[src/rtl/write_buffer.sv]
// Packs a byte stream into 16-bit words (low byte first), queues them in a small FIFO and
// commits them to the memory controller over a CMD/ACK handshake, counting committed words.
module write_buffer #(
   parameter int unsigned FIFO_DEPTH = 4,
   parameter int unsigned ROW_WIDTH  = 13
) (
   input  logic                 CLK_48MHZ,
   input  logic                 RESET,
   input  logic [7:0]           BYTE_IN,
   input  logic                 BYTE_VALID,
   input  logic                 FLUSH,
   input  logic                 WRITE_ACK,
   output logic                 WRITE_CMD,
   output logic [15:0]          DATA_WRITE,
   output logic [ROW_WIDTH-1:0] ROW_WRITE,
   output logic                 FULL,
   output logic                 OVERFLOW,
   output logic                 MEM_FULL
);

   localparam int unsigned PtrW = $clog2(FIFO_DEPTH);
   localparam int unsigned CntW = PtrW + 1;
   localparam logic [CntW-1:0]      DepthCnt = CntW'(FIFO_DEPTH);
   localparam logic [ROW_WIDTH-1:0] RowMax   = '1;

   typedef enum logic {PkEmpty, PkHalf} pack_e;
   typedef enum logic {WrIdle, WrReq} wr_e;

   pack_e               pack_q, pack_d;
   wr_e                 wr_q, wr_d;
   logic [7:0]          lo_q, lo_d;
   logic [15:0]         mem_q [FIFO_DEPTH];
   logic [15:0]         mem_d [FIFO_DEPTH];
   logic [PtrW-1:0]     wr_ptr_q, wr_ptr_d, rd_ptr_q, rd_ptr_d;
   logic [CntW-1:0]     count_q, count_d;
   logic                full_q, full_d;
   logic                overflow_q, overflow_d;
   logic                cmd_q, cmd_d;
   logic [15:0]         data_q, data_d;
   logic [ROW_WIDTH-1:0] row_q, row_d;
   logic                mem_full_q, mem_full_d;
   logic                push, push_ok, pop;
   logic [15:0]         push_word;

   // Packer
   always_comb begin
      pack_d    = pack_q;
      lo_d      = lo_q;
      push      = 1'b0;
      push_word = 16'h0000;
      case (pack_q)
         PkEmpty: begin
            if (BYTE_VALID && FLUSH) begin
               push      = 1'b1;
               push_word = {8'h00, BYTE_IN};
            end else if (BYTE_VALID) begin
               lo_d   = BYTE_IN;
               pack_d = PkHalf;
            end
         end
         PkHalf: begin
            if (BYTE_VALID) begin
               push      = 1'b1;
               push_word = {BYTE_IN, lo_q};
               pack_d    = PkEmpty;
            end else if (FLUSH) begin
               push      = 1'b1;
               push_word = {8'h00, lo_q};
               pack_d    = PkEmpty;
            end
         end
         default: pack_d = PkEmpty;
      endcase
   end

   // Writer
   always_comb begin
      wr_d       = wr_q;
      cmd_d      = cmd_q;
      data_d     = data_q;
      row_d      = row_q;
      mem_full_d = mem_full_q;
      pop        = 1'b0;
      case (wr_q)
         WrIdle: begin
            if (count_q != '0 && !mem_full_q) begin
               data_d = mem_q[rd_ptr_q];
               cmd_d  = 1'b1;
               wr_d   = WrReq;
            end
         end
         WrReq: begin
            if (WRITE_ACK) begin
               cmd_d = 1'b0;
               pop   = 1'b1;
               wr_d  = WrIdle;
               if (row_q != RowMax) row_d = row_q + ROW_WIDTH'(1);
               if (row_d == RowMax) mem_full_d = 1'b1;
            end
         end
         default: wr_d = WrIdle;
      endcase
   end

   // FIFO: a pop in the same cycle frees the slot a push at full needs
   always_comb begin
      push_ok    = push && (count_q != DepthCnt || pop);
      overflow_d = overflow_q | (push && !push_ok);
      mem_d      = mem_q;
      wr_ptr_d   = wr_ptr_q;
      rd_ptr_d   = rd_ptr_q;
      count_d    = count_q;
      if (push_ok) begin
         mem_d[wr_ptr_q] = push_word;
         wr_ptr_d        = wr_ptr_q + PtrW'(1);
      end
      if (pop) rd_ptr_d = rd_ptr_q + PtrW'(1);
      case ({push_ok, pop})
         2'b10:   count_d = count_q + CntW'(1);
         2'b01:   count_d = count_q - CntW'(1);
         default: count_d = count_q;
      endcase
      full_d = (count_d == DepthCnt);
   end

   always_ff @(posedge CLK_48MHZ or posedge RESET) begin
      if (RESET) begin
         pack_q     <= PkEmpty;
         wr_q       <= WrIdle;
         lo_q       <= 8'h00;
         mem_q      <= '{default: 16'h0000};
         wr_ptr_q   <= '0;
         rd_ptr_q   <= '0;
         count_q    <= '0;
         full_q     <= 1'b0;
         overflow_q <= 1'b0;
         cmd_q      <= 1'b0;
         data_q     <= 16'h0000;
         row_q      <= '0;
         mem_full_q <= 1'b0;
      end else begin
         pack_q     <= pack_d;
         wr_q       <= wr_d;
         lo_q       <= lo_d;
         mem_q      <= mem_d;
         wr_ptr_q   <= wr_ptr_d;
         rd_ptr_q   <= rd_ptr_d;
         count_q    <= count_d;
         full_q     <= full_d;
         overflow_q <= overflow_d;
         cmd_q      <= cmd_d;
         data_q     <= data_d;
         row_q      <= row_d;
         mem_full_q <= mem_full_d;
      end
   end

   assign WRITE_CMD  = cmd_q;
   assign DATA_WRITE = data_q;
   assign ROW_WRITE  = row_q;
   assign FULL       = full_q;
   assign OVERFLOW   = overflow_q;
   assign MEM_FULL   = mem_full_q;

endmodule

[config.mk]
export PLATFORM = sky130hd
export DESIGN_NAME = write_buffer
export DESIGN_NICKNAME = d
export VERILOG_FILES = /design/src/rtl/write_buffer.sv
export SDC_FILE = /design/constraint.sdc
export NUM_CORES = 1
export LEC_CHECK = 0
export ABC_AREA = 0
export CORE_MARGIN = 4
export CORE_UTILIZATION = 57
export DETAILED_ROUTE_END_ITERATION = 7
export HOLD_SLACK_MARGIN = 0.03
export PLACE_DENSITY = 0.9
export SLEW_MARGIN = 5
export SYNTH_ARGS = -nofsm -noshare
export SYNTH_HDL_FRONTEND = slang
export SYNTH_SLANG_ARGS = --single-unit
[constraint.sdc]
create_clock -name CLK_48MHZ -period 4.8 [get_ports CLK_48MHZ]
set_input_delay 1.2 -clock CLK_48MHZ [delete_from_list [all_inputs] [get_ports CLK_48MHZ]]
set_output_delay 1.2 -clock CLK_48MHZ [all_outputs]
set_load 0.01 [all_outputs]
## Word level (Yosys, flattened, before mapping)

Cells that the tools add are included.

- Flip-flop bits (word level): 114
- Input bits: 13
- Output and inout port bits: 33
- Word-level logic and storage cells: 83

- $add $sub $neg: 5
- $lt $le $gt $ge: 3
- Eq/ne operators: 8
- Muxes and demuxes: 31
- Bitwise operators: 6
- Reductions and logical operators: 14

Operators with widths:

| cell | number |
|---|---|
| $bwmux W64 | 1 |
| $mux W16 | 4 |
| $mux W13 | 3 |
| $bmux W16 S2 | 1 |
| $demux W16 S2 | 1 |
| $pmux W16 S2 | 1 |
| $mux W8 | 2 |
| $add A13 B1 Y13 const B | 1 |
| $eq A13 B13 Y1 const B | 1 |
| $mux W1 | 13 |
| $ne A13 B13 Y1 const B | 1 |
| $pmux W1 S2 | 4 |
| $ge A3 B3 Y1 const B | 2 |
| $not A2 Y3 | 2 |
| $pmux W3 S2 | 1 |
| $reduce_and A2 Y1 | 3 |
| $reduce_and A3 Y1 | 2 |
| $logic_and A1 B1 Y1 | 5 |
| $add A2 B1 Y2 const B | 2 |
| $ne A2 B2 Y1 const B | 2 |
| $add A3 B1 Y3 const B | 1 |
| $eq A3 B3 Y1 const B | 1 |
| $lt A3 B1 Y1 const B | 1 |
| $ne A3 B3 Y1 const B | 1 |
| 8 further kinds | 11 |

## Longest topological paths before layout

Gate-level depths: netlist of the first run.

- Depth in word-level cells: 7
- Depth in mapped cells: 10
- Depth with buffers taken out: 9

## Worst setup path before layout of the first run

Ideal clock, no wire load.

- Path kind: input to register
- Start point: input port FLUSH
- End point: register full_q (netlist: FULL)
- Library setup time: 0.080 ns
- Data arrival time: 2.658 ns
- Data required time: 4.720 ns
- Slack: 2.062 ns
- Stages on the path: 9
- Buffers on the path: 0
- Cells stage by stage: maj3_2 nor2_1 inv_1 fa_1 inv_1 nor3_1 a31oi_1 xnor2_1 nor3b_2

- Cells in the longest elaborated chain, start to end: 7
- Elaborated cells on any way between the ends: 10
- Those cells by class: eq/ne: 3; mux: 5; reduce/logical: 2

RTL lines:

| item | RTL line | RTL |
|---|---|---|
| start: declaration | 11 | `input logic FLUSH,` |
| $mux W1 or $logic_and A1 B1 Y1 (tied branches) | 66, 53 |  |
| $mux W1, on equally long branches | 62, 53 |  |
| $pmux W1 S2 * | 51 | `case (pack_q)` |
| $logic_and A1 B1 Y1 * | 107 | `push_ok = push && (count_q != DepthCnt \|\| pop);` |
| $eq A2 B1 Y1 or $eq A2 B2 Y1 (tied branches) | 118 | `case ({push_ok, pop})` |
| $pmux W3 S2 * | 118 |  |
| named net count_d[2] | 35 | `logic [CntW-1:0] count_q, count_d;` |
| $eq A3 B3 Y1 * | 123 | `full_d = (count_d == DepthCnt);` |
| named net full_d | 36 | `logic full_q, full_d;` |
| end signal: assignment | 149 | `full_q <= full_d;` |
| end: declaration | 36 |  |

Mark *: on every way through the listed nets, which the timed path passes. The rest lies on a longest branch.
A chain may end at the register's enable or synchronous reset.

## Final worst setup path of the first run

- Start point: input port FLUSH
- End point: register mem_q[46] in the netlist's numbering

- Cells in the longest elaborated chain, start to end: 4
- Elaborated cells on any way between the ends: 6
- Those cells by class: mux: 4; reduce/logical: 2

RTL lines:

| item | RTL line | RTL |
|---|---|---|
| $mux W1 or $logic_and A1 B1 Y1 (tied branches) | 66, 53 |  |
| $mux W1, on equally long branches | 62, 53 |  |
| $pmux W1 S2 * | 51 |  |
| $logic_and A1 B1 Y1 * | 107 |  |
| end signal: assignment | 145 | `mem_q <= mem_d;` |
| end: declaration | 32 | `logic [15:0] mem_q [FIFO_DEPTH];` |

Every way passes the cells marked *; elsewhere a longest branch is shown, timed or not.

==> metrics.md, run 1 <==
| Metric | Value |
|---|---|
| 1st-iter DRT viols | 220 |
| Clock sink count | around 110 |
| Chip Width | ~100 um |
| Top_reg_cell synth | dfrtp_1 |
| Internal power | about 2300 uW |
| Worst hold-check path type | register to register |
| RSZ-0062 raised after global routing | no |
| EDFF count, synth | 0 |
| Final Hold Violating Endpoints | 0 |
| R2R cell count | 5 |
| P_sw | 950.6 uW |
| PD cells | roughly 520 nW/um2 |
| Seq pwr share | 42.2% |
| Port Buffers | 45 |
| CP Capture Type | register |
| Util after Layout | between 70% and 80% |
| Status | finished, final reports clean |
| Final critical-path required period | ~3.3 ns |
| Slew HR | roughly a quarter |
| Largest net degree at the start of global routing | 87 |
| Routed vias | approximately 3,700 |
| Max-cap violations | 0 |
| Share of the yosys chip area belonging to registers | 55.64% |
| Antenna violations before repair | 0 |
| Share of layout cells above drive strength 1 | between 10% and 20% |
| Reg2reg setup slack | between 2 and 2.5 ns |
| Drt pass-1 iters | 4 |
| Post-route DRC | 0 |
| Cts hold-fix bufs | 0 |
| FF-to-FF Start | pack_q |
| Clk slew on worst S/H paths | around 0.060 ns |
| Layout Nets | 507 |
| #FFs+latches synth | about 110 |
| Max Root-Sink Buffers | 2 |
| Top cells by area, synth | dfrtp_1 56%, mux4_2 7.0%, o21ai_0 6.8% |
| Peak VDD IR | approximately 0.38 mV |
| Crit Path Max Fanout | 32 |
| Worst flop-to-flop path endpoint | mem_q[46] |
| Worst-skew pair later-pin latency | between 0.5 and 0.6 ns |
| Vias per inst | a little over 6 |
| Global-route wire length before repair | between 15,000 and 20,000 um |
| Hold Startpoint | mem_q[45] |
| Cell variety after synth | 48 |
| Die Area | approximately 11,000 um2 |
| Hold path depth | 2 |
| Routed wire per std cell | about 19 um |
| Resized cells post-CTS | 0 |
| Clk_skew | approximately 0.010 ns |
| Post-route ant nets | 0 |
| FILL cells | 554 |
| H-Tree Depth | 4 |
| Design Power | between 3000 and 4000 uW |
| Diode count | 0 |
| Maximum clock frequency | around 300 MHz |
| Root buffer cell | clkbuf_8 |
| Vias in the first global route | 3,952 |
| Arr. time, crit path | 3.66 ns |
| Fin crit share | between 60% and 70% |
| GR Util All Layers | about a quarter |
| Hold Path End | mem_q[45] |
| CTS tree | yes |
| Gate Count Post-Synth | approximately 450 |
| Global route total overflow | 0 |
| # setup viols final | 0 |
| Synth Net Count | ~470 |
| Die Height | about 100 um |
| CTS Buf Count | 17 |
| Most frequent cells in the layout | 114 x dfrtp_1, 92 x nand2_1, 70 x o21ai_0, 45 x clkdlybuf4s50_1, 25 x mux2_2 |
| Hold slack final | between 0.4 and 0.5 ns |
| Mapped Area | approximately 5100 um2 |
| Synth Area per Inst | 11.47 um2 |
| Yosys top cell by area | dfrtp_1 |
| Static Leak | between 0.002 and 0.003 uW |
| Commonest non-fill, non-tap cell in the layout | dfrtp_1 |
| Rows | 34 |
| Yosys warns | 0 |
| Clock network fraction of total power | roughly 40% |
| Core area | 8721 um2 |
| Post-synth top area share | 55.64% |
| Switching Fraction | between 20% and 30% |
| Post-CTS Setup Inserts | 0 |
| Final setup TNS | 0 ns |
| Placer congestion estimate | approximately 0.82 |
| WL final | 11,750 um |
| Starting Density | 58.79% |
| Comb power frac | between 10% and 20% |
| CP Class | input port to register |
| HPWL after detailed placement | ~7300 um |
| CP Launch Type | input port |
| Max Slew Vio Count | 0 |
| WP data required | 5.14 ns |
| Async set-reset flop share out of synthesis | between 90% and 100% |
| Area Growth Syn to Fin | 21.43% |
| Io pins | 46 |
| Worst Max-Slew Pin Slew | between 1 and 1.5 ns |
per-stage QoR:
| stage | worst slack [ns] | area [um2] | std cells |
|---|---|---|---|
| 5_1_grt | 1.314 | 6226 | 609 |
| 3_3_place_gp | 1.180 | 5610 | 577 |
| 6_report | 1.478 | 6226 | 609 |
| 3_5_place_dp | 1.052 | 5610 | 577 |
| 2_1_floorplan | 0.5843 | 5127 | 447 |
| 4_1_cts | 1.503 | 6226 | 609 |
power by group through the flow:
stage	Combinational [uW]	Clock, uW	Sequential [uW]
2_1_floorplan	441	0	1310
3_3_place_gp	509	0	1360
3_5_place_dp	550	0	1380
5_1_grt	638	1370	1400
6_report	569	1310	1370
4_1_cts	573	1320	1370
registers in the layout (all words and copies together), names as in the netlist, 2 cells and up:
register	count
wr_ptr_q	2
lo_q	8
count_q	3
mem_q	64
ROW_WRITE	13
rd_ptr_q	2
DATA_WRITE	16
Yosys cell counts, drive strengths merged (3+ instances only):
library cell / count
a21oi: 7
a22o: 4
a22oi: 4
a32oi: 4
and2: 5
and3: 5
buf: 13
clkbuf: 13
dfrtp: 114
ha: 5
inv: 11
mux2: 25
mux4: 16
nand2: 93
nand3: 7
nand4: 5
nor2: 7
nor2b: 3
nor3: 3
o21ai: 70
xnor2: 10
xor2: 3
layout make-up:
| type | instances | area [um2] | share of cell area [%] |
|---|---|---|---|
| Clock buffer | 19 | 431.7 | 6.933 |
| Multi-Input combinational cell | 296 | 2106 | 33.82 |
| Tap cell | 108 | 135.1 | 2.170 |
| Sequential cell | 114 | 2853 | 45.82 |
| Inverter | 11 | 43.79 | 0.7034 |
| Timing Repair Buffer | 48 | 473.0 | 7.596 |
| Clock inverter | 13 | 183.9 | 2.954 |
kinds of logic (layout without fill, tap and decap cells):
logic type | Yosys count | in the layout | share of synthesized area, %
AOI/OAI and AO/OA | 104 | 104 | 12.62
xor gates and xnor gates | 13 | 13 | 2.221
adders and majority gates | 7 | 7 | 1.830
buffers and inverters | 37 | 91 | 3.294
DFF | 114 | 114 | 55.64
muxes | 42 | 42 | 12.71
and+or+nand+nor | 130 | 130 | 11.69
worst max-delay path by stage:
stage | from | endpoint | slack (ns) | cells after the start
after floorplan | RESET | DATA_WRITE[0] | 0.58 | 1
after global placement | FLUSH | mem_q[38] | 1.18 | 6
after detailed placement | FLUSH | mem_q[27] | 1.05 | 6
after CTS | FLUSH | mem_q[0] | 1.50 | 5
after global routing | FLUSH | mem_q[17] | 1.31 | 5
final | FLUSH | mem_q[46] | 1.48 | 6
worst max-delay path, stage by stage:
cell,delay (ns)
clkdlybuf4s50_1,0.70
maj3_2,0.33
a21boi_4,0.32
nand2_1,0.68
nand2_1,0.27
o21ai_0,0.15
metal layers:
layer	share of wire, %	wire, um	track usage, %	vias up
met5	0	0	0	-
met4	2.3	269	10.76	0
met3	7.0	826	7.578	25
met2	51	6025	40.71	162
met1	39	4628	29.48	1900
li1	-	-	-	1657
(Power assumes the default switching activity.)
==> run 2: changes to the inputs <==
CORE_UTILIZATION = 52   (was 57)
PLACE_DENSITY = 0.87   (was 0.9)
clock period = 2.9 ns   (was 4.8 ns; I/O delays follow)
==> run 2 against run 1 <==
  * Combinational power rose by 79%
  * Sequential cell count did not move
  * Routed wire length down 1.1%
  * Setup slack worse by 1.0 ns
  * Count of clock-buffer cells in the layout up 1
  * Design area is 1.7% higher
  * Global-route usage fell by 2.8 points
  * Highest routed layer unchanged
==> metrics.md, run 2 (synthesized netlist as in run 1, its figures left out) <==
| Metric | Value |
|---|---|
| Largest net degree at the start of global routing | 72 (-17%) |
| Chip Width | 107.3 um (+4.3%) |
| HPWL after detailed placement | 7522 um (+3.0%) |
| Post-Layout Cell Count | 642 (+5.4%) |
| Worst hold-check path type | register to register |
| Die Area | 11,510 um2 (+8.9%) |
| Multi-input logic area | 2106 um2 (unchanged) |
| CP max stage delay | 0.44 ns (-0.26 ns) |
| Crit path cell chain | clkdlybuf4s50_1, maj3_2, nor2_1, inv_1, fa_1, inv_1, nor3_1, a31oi_1, xnor2_1, nor3b_2 |
| Max Root-Sink Buffers | 2 (unchanged) |
| Cts hold-fix bufs | 0 (unchanged) |
| CP Capture Type | register |
| Drt pass-1 iters | 4 (unchanged) |
| Number of flip-flops under the largest register name | 64 (unchanged) |
| Most frequent cells in the layout | 114 x dfrtp_1, 92 x nand2_1, 70 x o21ai_0, 45 x clkdlybuf4s50_1, 25 x mux2_2 |
| Slew HR | 63.58% (+39 points) |
| Hold slack final | 0.4791 ns (-0.00001100 ns) |
| Post-route ant nets | 0 (unchanged) |
| Share of layout cells above drive strength 1 | 21.05% (+1.9 points) |
| Resized cells post-CTS | 0 (unchanged) |
| Post-route DRC | 0 (unchanged) |
| Post-CTS Setup Inserts | 0 (unchanged) |
| CP most frequent cell | inv_1 |
| Fin crit share | between 80% and 90% |
| Crit path capture | FULL |
| # setup viols final | 0 (unchanged) |
| Io pins | 46 (unchanged) |
| Die Height | 107.3 um (+4.3%) |
| Routed vias | 3,666 (-2.1%) |
| FILL cells | 673 (+21%) |
| CP Launch Type | input port |
| PD cells | 828.3 nW/um2 (+59%) |
| Crit path launch | FLUSH |
| FF-to-FF Start | pack_q |
| Reg2reg setup slack | 0.63 ns (-1.71 ns) |
| Area Growth Syn to Fin | 23.50% |
| Root buffer cell | clkbuf_8 |
| GR Util All Layers | 21.63% (-2.8 points) |
| Core area | 9415 um2 (+8.0%) |
| Clk_skew | 0.006415 ns (-0.003677 ns) |
| Global-route wire length before repair | 19,240 um (-0.46%) |
| WL final | 11,620 um (-1.1%) |
| Max stage delay cell, worst path | clkdlybuf4s50_1 |
| Clock sink count | 114 (unchanged) |
| CTS Buf Count | 17 (unchanged) |
| Final critical-path required period | 2.434 ns |
| R2R cell count | 9 (+4) |
| Placer congestion estimate | 0.8900 (+8.1%) |
| CP Class | input port to register |
| Static Leak | 0.002761 uW (+1.4%) |
| Arr. time, crit path | 2.86 ns (-0.80 ns) |
| Peak VDD IR | 0.4465 mV (+19%) |
| Worst-skew pair later-pin latency | 0.50 ns (-0.03 ns) |
| Diode count | 0 (unchanged) |
| Global route total overflow | 0 (unchanged) |
| Register area | 2853 um2 (unchanged) |
| Maximum clock frequency | around 410 MHz |
| Max-cap violations | 0 (unchanged) |
| Clk slew on worst S/H paths | 0.06 ns (about the same) |
| Commonest non-fill, non-tap cell in the layout | dfrtp_1 |
| Starting Density | 54.46% (-4.3 points) |
| Port Buffers | 45 (unchanged) |
| Critical Path Stages | 10 (+4) |
| Status | finished, final reports clean |
| Final Hold Violating Endpoints | 0 (unchanged) |
| Final setup TNS | 0 ns (unchanged) |
| WP data required | 3.32 ns (-1.82 ns) |
| Crit Path Max Fanout | 4 (-88%) |
| Vias in the first global route | 3,861 (-2.3%) |
| CTS tree | yes |
| Antenna violations before repair | 0 (unchanged) |
| Layout Nets | 519 (+2.4%) |
| Worst Max-Slew Pin Slew | 0.5463 ns (-0.5878 ns) |
| Rows | 35 (+2.9%) |
| Crit path max-delay family | adder cells |
| Vias per inst | 5.710 (-7.1%) |
| Max Slew Vio Count | 0 (unchanged) |
| Dpl cells | 610 (+5.7%) |
| RSZ-0062 raised after global routing | no |
| Routed wire per std cell | 18.10 um (-6.2%) |
| H-Tree Depth | 4 (unchanged) |
| CP Buf/Inv Count | 3 (+2) |
| Largest register by flop count | mem_q |
| 1st-iter DRT viols | 257 (+17%) |
| Worst flop-to-flop path endpoint | FULL |
## run 2: tightest hold or removal path, cell delays in order, from the launching register on
cell     delay [ns]
dfrtp_1        0.34
nand2_1        0.05
o21ai_0        0.06
## run 2: how the worst min path moves through the flow
stage          startpoint        end  slack [ns]  cells past startpoint
6_report        mem_q[44]  mem_q[44]        0.48                      2
5_1_grt         mem_q[47]  mem_q[47]        0.50                      2
4_1_cts         mem_q[44]  mem_q[44]        0.48                      2
3_5_place_dp    mem_q[44]  mem_q[44]        0.47                      2
3_3_place_gp    mem_q[62]  mem_q[62]        0.46                      2
2_1_floorplan   mem_q[31]  mem_q[31]        0.44                      2
## run 2: cell type report
class	instances	share of cell area [%]
sequential	114	45.05
multi-input combinational	296	33.25
timing repair buffer	60	9.287
clock buffer	20	7.034
tap	129	2.549
clock inverter	12	2.114
inverter	11	0.7113
## run 2: routing by layer
metal  up-vias  share of wire, %  routed length, um  global-route usage (%)
li1       1679                 -                  -                       -
met1      1843                41               4792                   27.79
met2       126                52               5991                   37.00
met3        18               5.6                653                   4.739
met4         0               1.6                183                   6.210
met5         -                 0                  0                       0
## run 2: through the flow
step                util [%]  instance area, um2  power [uW]  worst slack [ns]
global placement       61.10                5753        3136           0.09690
global route           67.26                6332        5515            0.4248
finish                 67.26                6332        5245            0.4662
floorplan                  -                5131        2895            0.6370
detailed placement     61.10                5753        3243          -0.01963
CTS                    67.26                6332        5269            0.4841
## run 2: report_power, final
| group | leakage [uW] | internal, uW | total [uW] | switching, uW |
|---|---|---|---|---|
| Combinational | 0.000975 | 458 | 1020 | 559 |
| Clock | 0.000269 | 1270 | 1990 | 724 |
| Sequential | 0.00152 | 1970 | 2240 | 265 |
